**src/rtl/pla_vg2_vector_driver.sv**
```systemverilog
// rtl/pla_vg2_vector_driver.sv - command-to-vector driver for the vg2 PLA; optional z check under PLA_VG2_VECTOR_DRIVER_CHECK_EN
// One command at a time: encode into x00..x24, hold SETTLE cycles, capture z0..z7, return on handshake.
module pla_vg2_vector_driver #(
  parameter int SETTLE = 2,
  parameter int CNT_W  = 16
) (
  input  logic             clk,
  input  logic             rst_n,
  input  logic             cmd_valid,
  output logic             cmd_ready,
  input  logic [1:0]       cmd_src,
  input  logic             cmd_hi,
  input  logic             cmd_lo,
  input  logic [13:0]      cmd_field,
  output logic [24:0]      vec_x,
  input  logic [7:0]       pla_z,
  output logic             rsp_valid,
  input  logic             rsp_ready,
  output logic [7:0]       rsp_z,
  output logic             rsp_err,
  output logic [CNT_W-1:0] txn_cnt
);

  typedef enum logic [1:0] {
    S_IDLE  = 2'd0,
    S_DRIVE = 2'd1,
    S_RESP  = 2'd2
  } state_t;

  state_t           r_state;
  logic [3:0]       r_settle;
  logic [24:0]      r_vec;
  logic             r_rsp_valid;
  logic [7:0]       r_rsp_z;
  logic             r_rsp_err;
  logic [CNT_W-1:0] r_txn_cnt;

  logic [24:0]      w_vec;
  logic             w_cmd_fire;
  logic             w_rsp_fire;
  logic             w_chk_err;

  assign cmd_ready  = (r_state == S_IDLE) & rst_n;
  assign w_cmd_fire = cmd_valid & cmd_ready;
  assign w_rsp_fire = (r_state == S_RESP) & rsp_ready;

  assign vec_x     = r_vec;
  assign rsp_valid = r_rsp_valid;
  assign rsp_z     = r_rsp_z;
  assign rsp_err   = r_rsp_err;
  assign txn_cnt   = r_txn_cnt;

  // Each source enables its own select term and steers hi/lo onto its private x lines.
  always_comb begin
    w_vec          = '0;
    w_vec[24:11]   = cmd_field;
    case (cmd_src)
      2'd0: begin
        w_vec[0] = 1'b1;
        w_vec[2] = 1'b1;
        w_vec[3] = cmd_hi;
        w_vec[8] = cmd_lo;
      end
      2'd1: begin
        w_vec[4]  = 1'b1;
        w_vec[7]  = cmd_hi;
        w_vec[10] = cmd_lo;
      end
      2'd2: begin
        w_vec[1] = 1'b1;
        w_vec[6] = cmd_hi;
        w_vec[9] = cmd_lo;
      end
      default: w_vec = '0;
    endcase
  end

`ifdef PLA_VG2_VECTOR_DRIVER_CHECK_EN
  logic       w_exp_hi;
  logic       w_exp_lo;
  logic [5:0] w_sel_bits;
  logic [7:0] w_exp_z;

  // The held vector still carries the command, so hi/lo are recovered from it rather than stored twice.
  assign w_exp_hi   = r_vec[3] | r_vec[7] | r_vec[6];
  assign w_exp_lo   = r_vec[8] | r_vec[10] | r_vec[9];
  assign w_sel_bits = {r_vec[19:16], r_vec[12:11]};
  assign w_exp_z    = {w_exp_lo & ~|w_sel_bits, w_exp_hi & &w_sel_bits, 4'b0000, w_exp_lo, w_exp_hi};
  assign w_chk_err  = |((pla_z ^ w_exp_z) & 8'hC3);
`else
  assign w_chk_err  = 1'b0;
`endif

  always_ff @(posedge clk) begin
    if (!rst_n) begin
      r_state     <= S_IDLE;
      r_settle    <= '0;
      r_vec       <= '0;
      r_rsp_valid <= 1'b0;
      r_rsp_z     <= '0;
      r_rsp_err   <= 1'b0;
      r_txn_cnt   <= '0;
    end else begin
      case (r_state)
        S_IDLE: begin
          if (w_cmd_fire) begin
            if (cmd_src == 2'd3) begin
              r_vec       <= '0;
              r_rsp_z     <= '0;
              r_rsp_err   <= 1'b1;
              r_rsp_valid <= 1'b1;
              r_state     <= S_RESP;
            end else begin
              r_vec     <= w_vec;
              r_settle  <= 4'(SETTLE - 1);
              r_rsp_z   <= '0;
              r_rsp_err <= 1'b0;
              r_state   <= S_DRIVE;
            end
          end
        end
        S_DRIVE: begin
          if (r_settle == 4'd0) begin
            r_rsp_z     <= pla_z;
            r_rsp_err   <= w_chk_err;
            r_rsp_valid <= 1'b1;
            r_state     <= S_RESP;
          end else begin
            r_settle <= r_settle - 4'd1;
          end
        end
        S_RESP: begin
          if (w_rsp_fire) begin
            r_rsp_valid <= 1'b0;
            r_vec       <= '0;
            r_state     <= S_IDLE;
            if (r_txn_cnt != '1) begin
              r_txn_cnt <= r_txn_cnt + CNT_W'(1);
            end
          end
        end
        default: begin
          r_state <= S_IDLE;
        end
      endcase
    end
  end

endmodule

```
**config.mk**
```make
export PLATFORM = sky130hd
export DESIGN_NAME = pla_vg2_vector_driver
export DESIGN_NICKNAME = d
export VERILOG_FILES = /design/src/rtl/pla_vg2_vector_driver.sv
export SDC_FILE = /design/constraint.sdc
export NUM_CORES = 1
export LEC_CHECK = 0
export CAP_MARGIN = 20
export CORE_MARGIN = 10
export CORE_UTILIZATION = 40
export CTS_CLUSTER_SIZE = 25
export DETAILED_ROUTE_END_ITERATION = 8
export PLACE_DENSITY = 0.69
export SLEW_MARGIN = 20
export SYNTH_ARGS = -nofsm -noshare
export SYNTH_HDL_FRONTEND = slang
export SYNTH_SLANG_ARGS = --single-unit
```
**constraint.sdc**
```tcl
create_clock -name clk -period 3.2 [get_ports clk]
set_input_delay 0.32 -clock clk [delete_from_list [all_inputs] [get_ports clk]]
set_output_delay 0.32 -clock clk [all_outputs]
set_load 0.01 [all_outputs]
```
Word-level counts from Yosys, hierarchy flattened. Index checks and enable logic that the tools add are counted.

Bits in writable memories: 0. Memories kept: 0. Output and inout bits: 52. Memory bits (read-only): 0. Bits in latches: 0. Bits in registers: 57.

Reductions and logical operators: 13. $add $sub $neg: 2. Bitwise operators: 3. Magnitude comparators: 0. Multiplexer cells: 35. Multipliers: 0. Shift operators: 0. Equality and inequality tests: 12. Divide/modulo/power cells: 0.

Operator list (number): $mux W25 (3); $pmux W25 S2 (1); $add A16 B1 Y16 const B (1); $mux W8 (2); $ne A16 B16 Y1 const B (1); $pmux W8 S2 (1); $mux W1 (15); $mux W14 (1); $mux W4 (3); $reduce_and A3 Y1 (4); $mux W2 (5); $ne A2 B2 Y1 const B (5); $pmux W4 S2 (1); $eq A2 B2 Y1 const B (3); $pmux W2 S3 (1); $reduce_and A5 Y1 (1); $eq A2 B1 Y1 const B (2); $logic_not A2 Y1 (2); $logic_not A4 Y1 (1); $reduce_and A4 Y1 (1); $reduce_bool A2 Y1 (2); $sub A4 B1 Y4 const B (1); $and A1 B1 Y1 (3); $pmux W1 S3 (1); other kinds (4) (4).

Logic depth before layout (Yosys ltp).
Depth in word-level cells: 6. Gate-level depth with buffers: 7.

Worst setup path after synthesis. Ideal clock, no wire load.

Path type: reg2reg. Start point: register r_txn_cnt[0], in the netlist txn_cnt[0]. End point: register r_txn_cnt[10], in the netlist txn_cnt[10]. Path buffers: 0. Arrival time: 1.753 ns. Required time: 3.129 ns. Cell stages (with the launch flop): 6. Setup slack: 1.377 ns. Period minus slack after synthesis: 1.823 ns. Path through: dfxtp_1 ha_1 nand3_1 or3b_4 or4_1 a21oi_1.

Longest elaborated chain between the ends: 2. Elaborated cells between the ends (all ways): 3. Those cells by class: 1 x add/sub; 1 x eq/ne; 1 x reduce/logical.

Ends and longest elaborated chain: from (decl) (line 36) `logic [CNT_W-1:0] r_txn_cnt;`; from (signal assigned) (line 138) `r_txn_cnt <= r_txn_cnt + CNT_W'(1);`; branches (longest 2 deep; another with $add A16 B1 Y16).

Several ways; the timed one is not identified. A chain may end at the register's enable or synchronous reset.

Worst setup path in the final report.
Start point: input rst_n. End point: output cmd_ready.

Longest elaborated chain between the ends: 1.

Ends and longest elaborated chain: from (decl) (line 8) `input logic rst_n,`; $and A1 B1 Y1 (line 43) `assign cmd_ready = (r_state == S_IDLE) & rst_n;`; to (decl) (line 10) `output logic cmd_ready,`.

No other way between the ends.

==> flow_summary.json <==
{
  "dp_cells": 415,
  "hold_path.class": "reg2reg",
  "synth_flop_cell": "dfxtp_1",
  "ant_nets": 0,
  "route.met3.wl_um": 751,
  "layout-drive-gt1-share": 0.0461,
  "clk_latency_ns": 0.30,
  "clk_path_buf_depth": 2,
  "globalplace.congestion": 0.828,
  "clock_sinks": 55,
  "p_per_area_nw_per_um2": 397,
  "nNetsFinal": 380,
  "globalRouteOverflowTotal": 0,
  "routed_wl_um": 6370,
  "core_area_um2": 5890,
  "regArea_um2": 1100,
  "final_cells": 422,
  "post_cts_buffers": 0,
  "setup_viol": 0,
  "timing.max_cap.violations": 0,
  "irDropWorstVdd_uv": 242,
  "layout_min_cycle_time_ns": 2.27,
  "tns_ns": 0,
  "synth_edf_count": 0,
  "multiInputGateArea_um2": 1190,
  "slowest_delay_ns": 0.72,
  "grt_max_degree": 51,
  "top_layer_used": "met4",
  "setup_ws_ns": 0.935,
  "worstPathCellList": "clkdlybuf4s50_1 > clkinv_1 > nor3_1 > clkdlybuf4s50_1",
  "switching_share": 0.228,
  "wl_per_cell_um": 15.1,
  "drc": 0,
  "comb_power_share": 0.128,
  "grt_pass1_vias": 2138,
  "synth_cell_types": 45,
  "placed_area_um2": 3230,
  "wl_met2_um": 2660,
  "grt_usage": 0.129,
  "drt_iter0_markers": 135,
  "crit_path_top_delay_cell": "clkdlybuf4s50_1",
  "wl_met1_um": 2930,
  "drv_slew": 0,
  "ys_ff_latch": 55,
  "crit_required_ns": 2.88,
  "cts_tree": "yes",
  "cts_buffers": 5,
  "grt_pass1_wl_um": 10600,
  "cts_hold_buf": 0,
  "crit_top_cell": "clkdlybuf4s50_1",
  "yosysWarnings": 0,
  "slew_headroom": 0.535,
  "cellLeakagePower_nw": 1.12,
  "cp.arrival_ns": 1.95,
  "diodes": 0,
  "htree_num_levels": 2,
  "finalInstanceArea_um2": 3330,
  "cts.clk_slew.worst_paths_ns": 0.09,
  "fmax_mhz": 441,
  "die_height_um": 97.4,
  "period_share": 0.708,
  "cts_resized": 0,
  "start_kind": "input port",
  "vias": 2240,
  "portBuffers": 80,
  "seq_power_share": 0.543,
  "share_clk_of_total_power": 0.329,
  "skew_ns": 0.00464,
  "criticalPathCategory": "in2out",
  "ioPinCount": 82,
  "grt_setup_unrepaired": "no",
  "synth.net_count": 307,
  "worst_pin_slew_ns": 0.692,
  "intPower_mw": 1.02,
  "antenna_found_initial": 0,
  "hpwl_um": 4650,
  "synth_seq_area_share": 0.459,
  "syn_inst": 274,
  "syn-mean-instance-area_um2": 8.75,
  "p_sw_mw": 0.301,
  "fill_cells": 561,
  "critPathMaxFanout": 12,
  "rows": 28,
  "via_per_inst": 5.31,
  "area_growth_pct": 39.0,
  "synthesis.area_um2": 2400,
  "start_util": 0.408,
  "first_pass_iters": 4,
  "status": "finished, final reports clean",
  "hold_viol_final": 0,
  "chipWidth_um": 97.4,
  "post-place-ws_ns": 0.898,
  "async_reset_ff_frac": 0,
  "end_kind": "output pin",
  "cts_root_buf": "clkbuf_8",
  "design.die.area_um2": 9490
}
cell type report:
class | count | area share
sequential | 55 | 0.330
tap | 75 | 0.0281
clock inverter | 1 | 0.00901
multi-input combinational | 195 | 0.356
inverter | 7 | 0.00788
timing repair buffer | 83 | 0.247
clock buffer | 6 | 0.0218
synthesized netlist by cell type (all sizes together) (3+ instances only):
| library cell | instances | area [um^2] |
|---|---|---|
| nor4 | 4 | 31.3 |
| nand4 | 7 | 50.1 |
| or4 | 6 | 45.0 |
| nor2 | 34 | 128 |
| nand2 | 9 | 33.8 |
| inv | 6 | 22.5 |
| clkbuf | 10 | 37.5 |
| dfxtp | 55 | 1100 |
| o31ai | 6 | 45.0 |
| nor3 | 9 | 45.0 |
| nand3 | 6 | 30.0 |
| nand2b | 5 | 31.3 |
| nor3b | 3 | 22.5 |
| buf | 7 | 46.3 |
| ha | 3 | 37.5 |
| or2 | 3 | 18.8 |
| a22oi | 20 | 150 |
| nand4b | 8 | 70.1 |
| a21oi | 29 | 145 |
| or3 | 3 | 18.8 |
| o21ai | 17 | 85.1 |
| nand3b | 3 | 35.0 |
registers in the layout, indices dropped and copies added (netlist names):
signal and flops:
vec_x 23, rsp_z 8, rsp_err 1, txn_cnt 16
r_state 2, r_settle 4, rsp_valid 1
critical path: cells and delay by family:
| kind | cells | cell delay (ns) |
|---|---|---|
| buffers and inverters | 3 | 1.46 |
| AND/OR/NAND/NOR | 1 | 0.16 |
power groups by stage:
stage	registers [mW]	logic, mW	clock network, mW
2_1_floorplan	0.734	0.0797	0
3_3_place_gp	0.734	0.170	0
3_5_place_dp	0.734	0.170	0
4_1_cts	0.719	0.171	0.452
5_1_grt	0.722	0.186	0.480
6_report	0.718	0.169	0.435
kinds of logic after synthesis:
family,share of synthesized area
muxes,0.00835
adders and majority gates,0.0157
AOI/OAI and AO/OA,0.208
and+or+nand+nor,0.262
buffers and inverters,0.0459
DFF,0.459
other,0.00156
per-layer routing:
layer	GRT usage	up-vias
li1	-	1160
met1	0.159	1011
met2	0.181	67
met3	0.0832	2
met4	0.0302	0
met5	0	-
per-stage QoR:
step / hold WS [ns] / util / total power [mW]
final: 0.476 / 0.567 / 1.32
after global routing: 0.511 / 0.567 / 1.39
after CTS: 0.477 / 0.567 / 1.34
after detailed placement: 0.464 / 0.549 / 0.904
after global placement: 0.457 / 0.549 / 0.904
after floorplan: 0.446 / - / 0.814
cells in the final DEF, fill, tap and decap left out, drive strengths merged, types with 2 or more instances in the layout:
cell type and count:
clkdlybuf4s50 80, nand3 6, o21ai 17, a22oi 20, inv 6, or4 6, nor4 4, mux2i 2
or2 3, nor3 9, o31ai 6, nand4b 8, buf 3, nand2b 5, nor2 34, dfxtp 55
clkbuf 6, a21oi 29, ha 3, nand4 7, o21a 2, nor3b 3, nand3b 3, or3 3
and3 2, nand2 9
worst paths after layout:
path | from | to | slack, ns | cells past startpoint
hold / removal | rsp_z[0]$_SDFFE_PN0P_ | rsp_z[0]$_SDFFE_PN0P_ | 0.48 | 2
hold reg to reg | rsp_z[0]$_SDFFE_PN0P_ | rsp_z[0]$_SDFFE_PN0P_ | 0.48 | 2
setup / recovery | rst_n | cmd_ready | 0.93 | 4
setup reg to reg | r_state[1]$_SDFFE_PN0P_ | txn_cnt[13]$_SDFFE_PN0P_ | 1.15 | 4
Note: power is estimated with default switching activity, not from simulation.
